### config.mk
export PLATFORM = sky130hd
export DESIGN_NAME = imm_ext_pipe
export DESIGN_NICKNAME = d
export VERILOG_FILES = /design/src/rtl/imm_ext_pipe.sv
export SDC_FILE = /design/constraint.sdc
export NUM_CORES = 1
export LEC_CHECK = 0
export ABC_AREA = 1
export CAP_MARGIN = 5
export CORE_MARGIN = 4
export CORE_UTILIZATION = 45
export CTS_CLUSTER_DIAMETER = 120
export CTS_CLUSTER_SIZE = 14
export DETAILED_ROUTE_END_ITERATION = 6
export PLACE_DENSITY = 0.8
export SETUP_SLACK_MARGIN = 0.2
export SYNTH_ARGS = -nofsm -noshare
export SYNTH_HDL_FRONTEND = slang
export SYNTH_SLANG_ARGS = --single-unit
### constraint.sdc
create_clock -name clk -period 1.91 [get_ports clk]
set_input_delay 0.382 -clock clk [delete_from_list [all_inputs] [get_ports clk]]
set_output_delay 0.382 -clock clk [all_outputs]
set_load 0.05 [all_outputs]
### src/rtl/imm_ext_pipe.sv
// imm_ext_pipe: registered immediate extender for the decode stage.
// It extends an IN_W-bit immediate to OUT_W bits in one of four formats:
// sign, zero, upper-load or branch word offset.
// An output register plus a one-entry skid register sustain one transfer per
// cycle under backpressure.
//
// Handshake: a word moves on a side only in a cycle where both valid and ready
// are high at the rising edge. The producer holds wirein/mode while in_valid is
// high and in_ready is low. The block holds wireout/out_neg stable while
// out_valid is high and out_ready is low. in_ready does not look at in_valid.
module imm_ext_pipe #(
    parameter int IN_W  = 16,
    parameter int OUT_W = 32
) (
    input  logic             clk,
    input  logic             rst,
    input  logic             in_valid,
    output logic             in_ready,
    input  logic [IN_W-1:0]  wirein,
    input  logic [1:0]       mode,
    output logic             out_valid,
    input  logic             out_ready,
    output logic [OUT_W-1:0] wireout,
    output logic             out_neg
);

    localparam int PAD_W = OUT_W - IN_W;

    localparam logic [1:0] MODE_SIGN   = 2'b00;
    localparam logic [1:0] MODE_ZERO   = 2'b01;
    localparam logic [1:0] MODE_UPPER  = 2'b10;
    localparam logic [1:0] MODE_BRANCH = 2'b11;

    // Each entry holds {extended result, immediate sign}.
    logic [OUT_W:0] or_q, or_d;
    logic [OUT_W:0] sk_q, sk_d;
    logic           ov_q, ov_d;
    logic           sv_q, sv_d;

    logic [OUT_W-1:0] sext_val;
    logic [OUT_W-1:0] zext_val;
    logic [OUT_W-1:0] upper_val;
    logic [OUT_W-1:0] branch_val;
    logic [OUT_W-1:0] ext_val;
    logic [OUT_W:0]   new_entry;
    logic             acc;
    logic             pop;

    // Compute every extension format, then pick one by mode.
    always_comb begin
        sext_val   = {{PAD_W{wirein[IN_W-1]}}, wirein};
        zext_val   = {{PAD_W{1'b0}}, wirein};
        upper_val  = {wirein, {PAD_W{1'b0}}};
        branch_val = {sext_val[OUT_W-3:0], 2'b00};
        ext_val    = sext_val;
        case (mode)
            MODE_SIGN:   ext_val = sext_val;
            MODE_ZERO:   ext_val = zext_val;
            MODE_UPPER:  ext_val = upper_val;
            MODE_BRANCH: ext_val = branch_val;
            default:     ext_val = sext_val;
        endcase
        new_entry = {ext_val, wirein[IN_W-1]};
    end

    // Handshake decode. The skid slot being empty is the only accept condition.
    // in_ready is gated by rst so that words offered during reset are dropped.
    assign in_ready  = ~sv_q & ~rst;
    assign out_valid = ov_q;
    assign wireout   = or_q[OUT_W:1];
    assign out_neg   = or_q[0];
    assign acc       = in_valid & in_ready;
    assign pop       = ov_q & out_ready;

    // Next-state for the output and skid slots. Order is strict FIFO: the skid
    // entry always refills the output register before new data can enter.
    always_comb begin
        or_d = or_q;
        sk_d = sk_q;
        ov_d = ov_q;
        sv_d = sv_q;
        if (sv_q) begin
            if (pop) begin
                or_d = sk_q;
                sv_d = 1'b0;
            end
        end else if (acc) begin
            if (!ov_q || pop) begin
                or_d = new_entry;
                ov_d = 1'b1;
            end else begin
                sk_d = new_entry;
                sv_d = 1'b1;
            end
        end else if (pop) begin
            ov_d = 1'b0;
        end
    end

    // State registers. Reset clears both slots, including their data.
    always_ff @(posedge clk) begin
        if (rst) begin
            or_q <= '0;
            sk_q <= '0;
            ov_q <= 1'b0;
            sv_q <= 1'b0;
        end else begin
            or_q <= or_d;
            sk_q <= sk_d;
            ov_q <= ov_d;
            sv_q <= sv_d;
        end
    end

endmodule

======== After elaboration in Yosys (flattened, before gate mapping) ========
Index checks and enable logic that the tools add are counted.
cells by class
  bitwise gates (word level) .............. 6
  eq/ne operators ......................... 5
  muxes and demuxes ....................... 12
  reduce and logical (&&, ||, !) cells .... 9
operator list
  operator              count
  $mux W33              4
  $pmux W32 S4          1
  $reduce_and A3 Y1     3
  $mux W1               7
  $reduce_bool A2 Y1    3
  $eq A2 B2 Y1 const B  2
  $ne A2 B1 Y1 const B  2
  $and A1 B1 Y1         3
  $not A1 Y1            3
  $eq A2 B1 Y1 const B  1
  $logic_not A2 Y1      1
  $logic_not A1 Y1      1
  $logic_or A1 B1 Y1    1
word-level totals
  word-level logic and storage cells ...... 36
  bits in registers ....................... 68
  output and inout port bits .............. 35
  input bits .............................. 22

======== Depth between registers and ports, before layout ========
  depth after elaboration ................. 5
  gate-level depth with buffers ........... 8
  mapped depth without buffers ............ 7

======== Least setup slack after synthesis ========
No wires, ideal clock.
  kind .................................... register -> register
  start ................................... register ov_q (netlist: out_valid)
  end ..................................... register sk_q[22]
  setup slack ............................. 0.361 ns
  data required time ...................... 1.794 ns
  cell stages (with the launch flop) ...... 7
  clock period less this slack ............ 1.549 ns
  data arrival time ....................... 1.433 ns
  path buffers ............................ 1
  setup time .............................. 0.116 ns
  cell sequence ........................... dfxtp_1 > nand2_1 > nor2_8 > inv_2 > buf_6 > nor2_1 > nor2_1
on the way
  cells in the longest elaborated chain, start to end .. 4
  elaborated cells between the ends (all ways) .. 5
  classes of those cells .................. bitwise: 2; reduce/logical: 3
RTL lines
  item                                                      line    text
  start: declaration                                        37      logic ov_q, ov_d;
  start signal: assignment                                  110     ov_q <= ov_d;
  $and A1 B1 Y1 / $logic_not A1 Y1 (equally long branches)  73, 88
  $logic_or A1 B1 Y1 (*)                                    88      if (!ov_q || pop) begin
  $not A1 Y1 (no source line) (*)                           n/a
  $reduce_and A3 Y1 (no source line) (*)                    n/a
  end signal: assignment                                    109     sk_q <= sk_d;
  end: declaration                                          36      logic [OUT_W:0] sk_q, sk_d;
Every way passes the cells marked *; elsewhere a longest branch is shown, timed or not.
A chain may end at the register's enable or synchronous reset.

======== Worst setup path in the final report ========
  start ................................... register sv_q
  end ..................................... output in_ready
on the way
  cells in the longest elaborated chain, start to end .. 2
RTL lines
  item                         line  text
  start: declaration           38    logic sv_q, sv_d;
  start signal: assignment     111   sv_q <= sv_d;
  $not A1 Y1 (no source line)  n/a
  $and A1 B1 Y1                68    assign in_ready = ~sv_q & ~rst;
  end: declaration             18    output logic in_ready,
No other way between the ends.

==> results by stage <==
Timing:
- The worst relative slew slack is 63.00%.
- The final-report setup violation count is 0.
- Counting I/O delays and the setup requirement, the final critical path takes 1.659 ns.
- The timing-limited maximum frequency is 602.9 MHz.
- Across the routed clock network, the largest skew measured is 0.008237 ns.
- Setup repair after global routing could not meet its margin everywhere.
- For the pin with the worst max-slew slack, the measured transition is 0.5541 ns.
- The number of hold violations in the final report is 0.
- The tightest hold margin is 0.4851 ns.
- Of the available clock period, the critical path in the final layout requires 86.84%.
- The final count of pins violating max slew was 0.
- After layout, the worst setup slack is 0.2513 ns.

GRT:
- Entering global routing, the biggest net connects 34 pins.
- The routing layer with the top usage in global route is met2.
- The total track usage is 20.42%.
- The global routing usage on met3 is 5.317%.
- The total overflow reported by the global router is 0.
- For met2 alone, demand over resource in global routing was 32.37%.
- The first global-routing pass estimated 14,720 µm of wire.
- The initial antenna violation count is 0.
- The number of global-route vias before repair is 3,167.
- Global routing used 26.87% of the available met1 tracks.

Hold path:
- The class of the tightest hold or removal check is register to register.

Drt:
- Across all layers, the routed design uses 3,537 vias.
- The mean number of vias per cell is 5.089.
- The pre-antenna-repair detailed-routing pass consisted of 5 iterations.
- After detailed routing, the total wire length is 8782 µm.
- The detailed router finished its first iteration with 202 violations.
- The detailed-route DRC error count is 0.
- The average wire per cell in the routed design is 12.64 µm.
- The count of nets left with antenna violations once routing finished came out at 0.

Layout:
- The final core utilization is 58.03%.
- The filler cells instantiated in the layout total 735.
- Of the cells placed in the final design, the portion with a size suffix greater than 1 is 10.23%.
- Once layout is done, the placed cells without fillers occupy 4277 µm².
- The net count of the finished layout is 613.
- The antenna diode count is 0.
- From synthesis to final layout, the design area changed by 23.44%.

Placement:
- Summing all placed instances gives a cell area of 4051 µm².
- The wire-length estimate of the detail-placed layout is 6197 µm.
- Prior to clock tree synthesis, the placed netlist has a worst setup slack of -0.07995 ns.
- The number of input and output port buffers inserted is 56.
- The final weighted congestion of routability-driven global placement is 0.8728.

Critical path:
- The critical setup path kind is register to output pin.
- The start point of the critical path is sv_q$_SDFF_PP0_.
- For the worst setup path, the data arrival time is 1.28 ns.
- Of all nets on the critical path, the largest fanout is 7.
- The minimum setup slack among reg-to-reg paths is 0.37 ns.
- The endpoint of the lowest-slack register-to-register path is sk_q[32]$_SDFFE_PP0P_.
- The number of cells on the worst reg-to-reg path is 6.
- The required time of the critical path is 1.53 ns.
- STA classifies the critical path startpoint as a register.
- The capturing element of the worst setup path is in_ready.
- In this run the critical register-to-register path is launched from sv_q$_SDFF_PP0_.
- The capturing element type of the critical path is an output pin.

Synth:
- In this run, synthesis inferred 0 flip-flops with an integrated enable.
- The synthesized netlist net count is 567.
- The Yosys step of the flow raised 0 warnings.
- The share of synthesized area occupied by flip-flops and latches is 39.29%.
- Among all flip-flop cells after synthesis, the most frequent one is dfxtp_1.
- The cell area after synthesis is 3465 µm².
- Counting distinct cell types in the post-synthesis netlist gives 21.
- Counting instances in the post-synthesis netlist gives the leading cell types as nand2_1, nor2_1, nand3_1.
- In the post-synthesis netlist, the biggest area contributors are dfxtp_1, nand2_1, nor2_1, nand3_1, a21oi_1.
- Yosys instantiated no cell more often than nand2_1.
- Synthesis produced 545 cells.
- Counting flops with an async set or reset pin after synthesis yields a share of 0%.
- Of all cell types, the one taking the most synthesized area is dfxtp_1.
- The register bit total from synthesis is 68.
- The fraction of synthesized cell area taken by the top area cell type is 39.29%.
- Averaged over all synthesized cells, the footprint is 6.357 µm².

Run status:
- The flow ran to the end, and the final reports show no timing, DRC or antenna violations.

Clocking:
- The total setup buffers inserted after CTS is 0.
- The number of hold buffers added after CTS was 0.
- The later-pin clock latency in the skew report is 0.35 ns.
- The cell sitting at the root of the clock tree is a clkbuf_8.
- The H-tree depth is 3.
- The total number of clock tree sinks is 68.
- The clock tree from TritonCTS is built.
- The clock-pin transition on the worst setup and hold timing paths is 0.07 ns.
- The maximum count of clock buffers along a single path is 2.
- Clock tree synthesis inserted a total of 9 buffers.

Floorplanning:
- In this run the standard cell core region covers 7370 µm².
- The floorplan has 31 rows.
- The die is 95.75 µm wide.
- For this design the top-level I/O count stands at 57.
- The floorplan step defined a die boundary enclosing 9167 µm².
- In this run the vertical extent of the chip is 95.75 µm.
- For this configuration, the core starts out at a cell density of 47.01%.

Power and ir drop:
- The analysis attributes to cell leakage a power of 2.134 nW.
- The completed layout was analyzed and its total power is 0.003775 W.
- The maximum resistive drop on vdd is 0.4431 mV.
- In this run the power density over the cells is 882.6 nW/µm².

Job:
- Across the run, the number of max-cap violations was 0.
## kinds of logic (layout without fill, tap and decap cells)
kind of cell           count (synthesis)  count (layout)  synth area share [%]
and+or+nand+nor                      328             328                 39.33
AOI/OAI and AO/OA                     72              72                 10.76
DFF                                   68              68                 39.29
buffers and inverters                 77             128                 10.62
## repair_timing
item                                    4_1_cts  5_1_grt
endpoints found under the setup margin       18        2
hold endpoints to repair                      0        0
resized for setup                            18        3
## cell usage in the layout, fill, tap and decap left out, types with 2 or more instances in the layout
cell             Yosys  routed
clkdlybuf4s50_1      0      20
inv_1               35      35
dlygate4sd2_1        0      18
buf_4                1      33
inv_2                2       2
nand2_1            131     131
clkbuf_8             0       9
nor2_1             115     115
a21oi_1             34      34
dfxtp_1             68      68
bufinv_16            0       3
buf_12               0       3
o21ai_0             24      24
nand3_1             77      76
nand2_2              2       2
o21ai_1             11      11
clkbuf_1             8       2
clkinv_2             0       2
## through the flow
step,TNS [ns],instances
4_1_cts,0,695
5_1_grt,0,695
3_5_place_dp,-0.1773,679
3_3_place_gp,-0.02210,679
2_1_floorplan,0,545
6_report,0,695
## area by class of cell
cell class | count | area (µm²) | area share, %
inverters | 38 | 146.4 | 3.423
well taps | 99 | 123.9 | 2.896
repair buffers | 74 | 665.6 | 15.56
multi-input cells | 400 | 1748 | 40.87
flip-flops and latches | 68 | 1361 | 31.83
clock buffers | 11 | 131.4 | 3.072
clock inverters | 5 | 100.1 | 2.341
## sequential cells by signal (all words and copies together) (netlist names)
signal / flops
out_valid: 1
sk_q: 33
or_q: 33
sv_q: 1
## routing by layer
layer	share of wire [%]	routed length (µm)	vias up
li1	-	-	1815
met1	46	4017	1590
met2	46	4024	117
met3	6.5	568	15
met4	2.0	172	0
met5	0	0	-
## critical path: stages, from the launching register on
cell,delay [ns]
dfxtp_1,0.53
nor2_4,0.07
buf_4,0.14
buf_4,0.18
## power breakdown
part / internal (W) / leakage (nW) / total, W / switching, W
Sequential: 0.00150 / 0.555 / 0.00154 / 0.0000408
Combinational: 0.000268 / 1.46 / 0.000826 / 0.000557
Clock: 0.000864 / 0.117 / 0.00141 / 0.000545
Total: 0.00263 / 2.13 / 0.00377 / 0.00114
## worst min-delay path by stage
stage,startpoint,end,slack (ns),cells after the start
2_1_floorplan,sk_q[32]$_SDFFE_PP0P_,sk_q[32]$_SDFFE_PP0P_,0.43,2
3_3_place_gp,sk_q[32]$_SDFFE_PP0P_,sk_q[32]$_SDFFE_PP0P_,0.46,2
3_5_place_dp,or_q[1]$_SDFFE_PP0P_,or_q[1]$_SDFFE_PP0P_,0.48,2
4_1_cts,or_q[2]$_SDFFE_PP0P_,or_q[2]$_SDFFE_PP0P_,0.49,2
5_1_grt,or_q[2]$_SDFFE_PP0P_,or_q[2]$_SDFFE_PP0P_,0.51,2
6_report,or_q[2]$_SDFFE_PP0P_,or_q[2]$_SDFFE_PP0P_,0.49,2
Power figures use the tool's default switching activity.
